`config.mk`:
```
export PLATFORM = sky130hd
export DESIGN_NAME = alu_muldiv
export DESIGN_NICKNAME = d
export VERILOG_FILES = /design/src/rtl/alu_pkg.sv /design/src/rtl/alu_divider.sv /design/src/rtl/alu_muldiv.sv
export SDC_FILE = /design/constraint.sdc
export NUM_CORES = 2
export LEC_CHECK = 0
export ABC_CLOCK_PERIOD_IN_PS = 7660
export BUFFER_PORTS_ARGS = -buffer_cell sky130_fd_sc_hd__buf_4
export CAP_MARGIN = 20
export CORE_MARGIN = 10
export CORE_UTILIZATION = 55
export CTS_CLUSTER_SIZE = 30
export DETAILED_ROUTE_END_ITERATION = 8
export PLACE_DENSITY = 0.84
export SLEW_MARGIN = 5
export SYNTH_ARGS = -nofsm -noshare
export SYNTH_HDL_FRONTEND = slang
export SYNTH_SLANG_ARGS = --single-unit
```
`constraint.sdc`:
```
create_clock -name clk -period 7.66 [get_ports clk]
set_input_delay 1.532 -clock clk [delete_from_list [all_inputs] [get_ports clk]]
set_output_delay 1.532 -clock clk [all_outputs]
set_load 0.05 [all_outputs]
```
`src/rtl/alu_pkg.sv`:
```
// Shared types and helpers for the execute-stage ALU with RV32M multiply/divide.
package alu_pkg;

    localparam int unsigned ALU_XLEN = 32;

    typedef enum logic [4:0] {
        OP_ADD    = 5'b00000,
        OP_SUB    = 5'b00001,
        OP_AND    = 5'b00010,
        OP_OR     = 5'b00011,
        OP_XOR    = 5'b00100,
        OP_SLT    = 5'b00101,
        OP_SLTU   = 5'b00110,
        OP_SLL    = 5'b00111,
        OP_SRL    = 5'b01000,
        OP_SRA    = 5'b01001,
        OP_MUL    = 5'b10000,
        OP_MULH   = 5'b10001,
        OP_MULHSU = 5'b10010,
        OP_MULHU  = 5'b10011,
        OP_DIV    = 5'b10100,
        OP_DIVU   = 5'b10101,
        OP_REM    = 5'b10110,
        OP_REMU   = 5'b10111
    } alu_op_e;

    typedef enum logic [1:0] {
        ST_IDLE = 2'd0,
        ST_MUL  = 2'd1,
        ST_DIV  = 2'd2,
        ST_DONE = 2'd3
    } alu_state_e;

    function automatic logic is_mul(input logic [4:0] op);
        return op[4:2] == 3'b100;
    endfunction

    function automatic logic is_div(input logic [4:0] op);
        return op[4:2] == 3'b101;
    endfunction

endpackage

```
`src/rtl/alu_divider.sv`:
```
// Iterative restoring divider on operand magnitudes, one quotient bit per cycle plus sign fix-up.
module alu_divider #(
    parameter int unsigned XLEN = 32
) (
    input  logic            clk,
    input  logic            reset,
    input  logic            abort_i,
    input  logic            start_i,
    input  logic            signed_i,
    input  logic [XLEN-1:0] a_i,
    input  logic [XLEN-1:0] b_i,
    output logic            done_c,
    output logic [XLEN-1:0] quot_c,
    output logic [XLEN-1:0] rem_c
);

    localparam int unsigned CW = $clog2(XLEN) + 1;

    logic            run_q, run_d, fix_q, fix_d;
    logic [CW-1:0]   cnt_q, cnt_d;
    logic [XLEN-1:0] quo_q, quo_d, rem_q, rem_d, dvs_q, dvs_d;
    logic            negq_q, negq_d, negr_q, negr_d;
    logic [XLEN:0]   shifted, diff;

    assign shifted = {rem_q, quo_q[XLEN-1]};
    assign diff    = shifted - {1'b0, dvs_q};

    always_comb begin
        run_d  = run_q;
        fix_d  = fix_q;
        cnt_d  = cnt_q;
        quo_d  = quo_q;
        rem_d  = rem_q;
        dvs_d  = dvs_q;
        negq_d = negq_q;
        negr_d = negr_q;
        if (start_i) begin
            run_d  = 1'b1;
            fix_d  = 1'b0;
            cnt_d  = CW'(XLEN);
            quo_d  = (signed_i && a_i[XLEN-1]) ? XLEN'(0) - a_i : a_i;
            dvs_d  = (signed_i && b_i[XLEN-1]) ? XLEN'(0) - b_i : b_i;
            rem_d  = '0;
            negq_d = signed_i & (a_i[XLEN-1] ^ b_i[XLEN-1]);
            negr_d = signed_i & a_i[XLEN-1];
        end else if (run_q) begin
            // Restore when the trial subtraction borrows.
            if (diff[XLEN]) begin
                rem_d = shifted[XLEN-1:0];
                quo_d = {quo_q[XLEN-2:0], 1'b0};
            end else begin
                rem_d = diff[XLEN-1:0];
                quo_d = {quo_q[XLEN-2:0], 1'b1};
            end
            cnt_d = cnt_q - CW'(1);
            if (cnt_q == CW'(1)) begin
                run_d = 1'b0;
                fix_d = 1'b1;
            end
        end else if (fix_q) begin
            fix_d = 1'b0;
        end
        if (abort_i) begin
            run_d = 1'b0;
            fix_d = 1'b0;
        end
    end

    always_ff @(posedge clk) begin
        if (reset) begin
            run_q  <= 1'b0;
            fix_q  <= 1'b0;
            cnt_q  <= '0;
            quo_q  <= '0;
            rem_q  <= '0;
            dvs_q  <= '0;
            negq_q <= 1'b0;
            negr_q <= 1'b0;
        end else begin
            run_q  <= run_d;
            fix_q  <= fix_d;
            cnt_q  <= cnt_d;
            quo_q  <= quo_d;
            rem_q  <= rem_d;
            dvs_q  <= dvs_d;
            negq_q <= negq_d;
            negr_q <= negr_d;
        end
    end

    assign done_c = fix_q;
    assign quot_c = negq_q ? XLEN'(0) - quo_q : quo_q;
    assign rem_c  = negr_q ? XLEN'(0) - rem_q : rem_q;

endmodule

```
`src/rtl/alu_muldiv.sv`:
```
// Execute-stage ALU: single-cycle integer ops, multi-cycle multiply and iterative divide behind one handshake.
module alu_muldiv
    import alu_pkg::*;
#(
    parameter int unsigned XLEN       = ALU_XLEN,
    parameter int unsigned MUL_CYCLES = 2
) (
    input  logic            clk,
    input  logic            reset,
    input  logic            flush,
    input  logic            in_valid,
    output logic            in_ready,
    input  logic [4:0]      alucontrol,
    input  logic [XLEN-1:0] scra,
    input  logic [XLEN-1:0] scrb,
    output logic            out_valid,
    input  logic            out_ready,
    output logic [XLEN-1:0] aluresult,
    output logic            busy
);

    localparam int unsigned SHW = $clog2(XLEN);
    localparam int unsigned CW  = 2;

    alu_state_e      state_q, state_d;
    alu_op_e         op_q, op_d, op_in;
    logic [XLEN-1:0] a_q, a_d, b_q, b_d, res_q, res_d, single_res;
    logic [CW-1:0]   cnt_q, cnt_d;
    logic            out_valid_q, busy_q;
    logic            accept, div_start, div_signed, div_done;
    logic [XLEN-1:0] div_quot, div_rem;
    logic [2*XLEN-1:0] ext_a, ext_b, prod;
    logic [XLEN-1:0] mul_res;

    assign op_in      = alu_op_e'(alucontrol);
    assign in_ready   = (state_q == ST_IDLE) && !reset;
    assign accept     = in_valid && in_ready && !flush;
    assign div_signed = (op_in == OP_DIV) || (op_in == OP_REM);

    // Sign-extend latched operands so one 2*XLEN product serves all four multiply flavours.
    assign ext_a   = {{XLEN{a_q[XLEN-1] & (op_q == OP_MULH || op_q == OP_MULHSU)}}, a_q};
    assign ext_b   = {{XLEN{b_q[XLEN-1] & (op_q == OP_MULH)}}, b_q};
    assign prod    = ext_a * ext_b;
    assign mul_res = (op_q == OP_MUL) ? prod[XLEN-1:0] : prod[2*XLEN-1:XLEN];

    always_comb begin
        single_res = '0;
        case (op_in)
            OP_ADD:  single_res = scra + scrb;
            OP_SUB:  single_res = scra - scrb;
            OP_AND:  single_res = scra & scrb;
            OP_OR:   single_res = scra | scrb;
            OP_XOR:  single_res = scra ^ scrb;
            OP_SLT:  single_res = XLEN'($signed(scra) < $signed(scrb));
            OP_SLTU: single_res = XLEN'(scra < scrb);
            OP_SLL:  single_res = scra << scrb[SHW-1:0];
            OP_SRL:  single_res = scra >> scrb[SHW-1:0];
            OP_SRA:  single_res = $signed(scra) >>> scrb[SHW-1:0];
            default: single_res = '0;
        endcase
    end

    always_comb begin
        state_d   = state_q;
        op_d      = op_q;
        a_d       = a_q;
        b_d       = b_q;
        cnt_d     = cnt_q;
        res_d     = res_q;
        div_start = 1'b0;
        case (state_q)
            ST_IDLE: begin
                if (accept) begin
                    op_d = op_in;
                    a_d  = scra;
                    b_d  = scrb;
                    if (is_mul(alucontrol)) begin
                        state_d = ST_MUL;
                        cnt_d   = CW'(MUL_CYCLES - 1);
                    end else if (is_div(alucontrol)) begin
                        // Divide-by-zero and signed overflow resolve without iterating.
                        if (scrb == '0) begin
                            res_d   = alucontrol[1] ? scra : '1;
                            state_d = ST_DONE;
                        end else if (div_signed && scra == {1'b1, {(XLEN-1){1'b0}}} && &scrb) begin
                            res_d   = alucontrol[1] ? '0 : scra;
                            state_d = ST_DONE;
                        end else begin
                            div_start = 1'b1;
                            state_d   = ST_DIV;
                        end
                    end else begin
                        res_d   = single_res;
                        state_d = ST_DONE;
                    end
                end
            end
            ST_MUL: begin
                if (cnt_q == '0) begin
                    res_d   = mul_res;
                    state_d = ST_DONE;
                end else begin
                    cnt_d = cnt_q - CW'(1);
                end
            end
            ST_DIV: begin
                if (div_done) begin
                    res_d   = op_q[1] ? div_rem : div_quot;
                    state_d = ST_DONE;
                end
            end
            ST_DONE: begin
                if (out_ready) state_d = ST_IDLE;
            end
            default: state_d = ST_IDLE;
        endcase
        if (flush) state_d = ST_IDLE;
    end

    always_ff @(posedge clk) begin
        if (reset) begin
            state_q     <= ST_IDLE;
            op_q        <= OP_ADD;
            a_q         <= '0;
            b_q         <= '0;
            cnt_q       <= '0;
            res_q       <= '0;
            out_valid_q <= 1'b0;
            busy_q      <= 1'b0;
        end else begin
            state_q     <= state_d;
            op_q        <= op_d;
            a_q         <= a_d;
            b_q         <= b_d;
            cnt_q       <= cnt_d;
            res_q       <= res_d;
            out_valid_q <= (state_d == ST_DONE);
            busy_q      <= (state_d == ST_MUL) || (state_d == ST_DIV);
        end
    end

    alu_divider #(.XLEN(XLEN)) u_div (
        .clk      (clk),
        .reset    (reset),
        .abort_i  (flush),
        .start_i  (div_start),
        .signed_i (div_signed),
        .a_i      (scra),
        .b_i      (scrb),
        .done_c   (div_done),
        .quot_c   (div_quot),
        .rem_c    (div_rem)
    );

    assign out_valid = out_valid_q;
    assign aluresult = res_q;
    assign busy      = busy_q;

endmodule

```
==> qor.yml <==
global_routing:
  grt_max_degree: 91
  grt_overflow_total: 0
  grtUsageMet1_pct: 47.3
  track_usage_pct: 38.9
  grt_busiest_layer: "met2"
  antenna_found_initial: 20
  grt_use_met3_pct: 8.96
  grt_pass1_wl_um: 365000
  met2_usage_pct: 61.7
  grt_pass1_vias: 60000
clocking:
  cts_sinks: 213
  cts_tree: "done"
  clock_path_buffers: 3
  cts_hold_buf: 0
  clockRootBuffer: "clkbuf_16"
  clk_pin_slew_worst_paths_ps: 70
  htreeDepth: 1
  clock_latency_ps: 620
  cts_buffers: 28
synthesis:
  synth-seq-area-share_pct: 7.09
  synth-edff-count: 0
  syn_area_um2: 60200
  yosys_warnings: 0
  synthCells: 7233
  synth_seq_cells: 213
  ys.flop_type: "dfxtp_1"
  syn_nets: 8790
  async_reset_ff_share_pct: 0
  yosysUniqueCellTypes: 97
  syn_avg_cell_area_um2: 8.32
power_and_ir_drop:
  fin_total_pwr_mw: 6.20
  ir_drop_mv: 0.190
  powerDensity_nw_per_um2: 88.5
  p_leak_nw: 31.6
finish:
  layout_common_cells: "inv_1 (1285), fa_1 (1087), nand2_1 (990)"
  fin_area_um2: 70000
  area_growth_pct: 16.4
  n_fill_cell: 8339
  drive_gt1_share_pct: 16.3
  layout_commonest_cell: "inv_1"
  finalNetCount: 9132
sta:
  finalCritPeriodShare_pct: 109
  fin_ws_ps: -684
  skew_ps: 51.3
  tightest_slew_ps: 1230
  final.setup.tns_ps: -13760
  rsz0062_at_grt: "true"
  setup_violations: 32
  hold_viol: 0
  relSlewSlack_pct: 17.2
  maxSlewViolCount: 0
  fmax_mhz: 120
  period_needed_ps: 8340
place:
  dp_hpwl_um: 185000
  io_buffers: 108
  post_dp_cell_area_um2: 66200
  place_congestion: 1.07
setup_path:
  r2r-end: "aluresult[27]"
  critPathKind: "reg2reg"
  worstPathMaxFanout: 19
  cp.arrival_ps: 8820
  max_stage_delay_ps: 590
  critPathLaunch: "b_q[2]"
  startpoint_type: "register"
  cp-endpoint: "aluresult[27]"
  rrSetupSlack_ps: -680
  worstRegToRegCells: 28
  cp-end-kind: "register"
  r2r_start: "b_q[2]"
  required_ps: 8140
  slowest_stage: "fa_1"
  crit_top_cell: "fa_1"
floorplanning:
  dieHeight_um: 351
  dieArea_um2: 123000
  pin_count: 109
  rows: 121
  fp.dieW_um: 351
  initial_core_util_pct: 55.3
  core_um2: 109000
drt:
  drt-vias-per-instance: 6.42
  wl_per_cell_um: 27.2
  wl_um: 245000
  drc: 0
  dr.first_iter.drc_count: 7127
  drt-pass1-iter-count: 8
  num_vias: 57900
  ant_nets: 0
status:
  violations: "negative setup slack"
  status: "complete, but fails checks"
min_path:
  hold_path_class: "reg2reg"
  whs_path_depth: 2
run:
  drv_cap: 0
area by class of cell:
class	count	area, µm²	area share, %
multi-input cells	5208	50600	72.2
repair buffers	788	7280	10.4
inverters	1336	5020	7.18
flip-flops and latches	213	4330	6.19
well taps	1414	1770	2.53
clock buffers	38	828	1.18
clock inverters	14	210	0.300
diodes	6	15.0	0.0214
timing repair:
item,CTS,global route
pin swaps,162,143
cloned,2,4
hold endpoints to repair,0,0
buffers inserted,80,45
resized for setup,254,174
endpoints found under the setup margin,31,32
critical path: cells and delay by family, from the launching register on:
kind / cells / cell delay [ps]
flops: 1 / 340
simple gates: 3 / 640
buf+inv: 8 / 740
compound gates: 7 / 1620
mux: 1 / 290
fa+ha+maj: 9 / 4590
cell usage after synthesis, types with 47 or more instances:
cell | count | area share (%)
a211oi_1 | 81 | 1.0
a21o_1 | 55 | 0.69
a21oi_1 | 306 | 2.5
and2_1 | 324 | 3.4
clkbuf_1 | 431 | 2.7
dfxtp_1 | 213 | 7.1
fa_1 | 1128 | 38
ha_1 | 355 | 7.4
inv_1 | 1331 | 8.3
mux2i_1 | 112 | 1.9
nand2_1 | 1014 | 6.3
nand3_1 | 71 | 0.59
nand3b_1 | 81 | 1.0
nor2_1 | 304 | 1.9
nor3_1 | 55 | 0.46
o211ai_1 | 47 | 0.59
o21ai_0 | 272 | 2.3
o31ai_1 | 57 | 0.71
or3_1 | 47 | 0.49
xnor2_1 | 161 | 2.3
xor2_1 | 59 | 0.86
power breakdown:
part | leakage, nW | total (mW) | switching [mW] | internal [mW]
Combinational | 29.4 | 3.46 | 2.16 | 1.30
Clock | 0.504 | 1.50 | 0.607 | 0.896
Sequential | 1.75 | 1.23 | 0.0765 | 1.16
metrics by stage:
| step | hold WS, ps | utilization [%] | instances | worst slack (ps) |
|---|---|---|---|---|
| 5_1_grt | 506 | 64.4 | 9012 | -807 |
| 4_1_cts | 476 | 63.4 | 8964 | -468 |
| 2_1_floorplan | 449 | - | 7233 | -179 |
| 6_report | 476 | 64.4 | 9017 | -684 |
| 3_5_place_dp | 467 | 60.9 | 8841 | -742 |
| 3_3_place_gp | 460 | 60.9 | 8841 | -620 |
routing by layer:
metal  routed length, µm  part of all wire (%)  up-vias
li1                    -                     -    23700
met1               84400                    34    28600
met2              110000                    45     4300
met3               29000                    12     1380
met4               22200                   9.0       12
met5                 240                 0.098        -
worst min path at each step:
| stage | startpoint | endpoint |
|---|---|---|
| after floorplan | op_q[3] | op_q[3] |
| after global placement | aluresult[4] | aluresult[4] |
| after detailed placement | aluresult[4] | aluresult[4] |
| after CTS | aluresult[4] | aluresult[4] |
| after global routing | aluresult[4] | aluresult[4] |
| final | aluresult[4] | aluresult[4] |
kinds of logic (layout without fill, tap and decap cells):
kind of cell               count (synthesis)  count (layout)  share of synthesized area, %
and+or+nand+nor                         2107            2107                          16.5
DFF                                      213             213                          7.09
adders and majority gates               1483            1483                          44.9
buffers and inverters                   1812            2176                          11.4
other                                      0               6                             0
xor gates and xnor gates                 221             221                          3.23
muxes                                    163             163                          3.36
AOI/OAI and AO/OA                       1234            1234                          13.5
sequential cells by signal, indices dropped and copies added (netlist names):
register,cells
a_q,32
cnt_q,2
u_div.negr_q,1
aluresult,32
u_div.negq_q,1
u_div.rem_q,32
u_div.cnt_q,6
u_div.run_q,1
op_q,5
u_div.quo_q,32
state_q,2
u_div.dvs_q,32
busy,1
out_valid,1
b_q,32
u_div.done_c,1
Note: power is estimated with default switching activity, not from simulation.
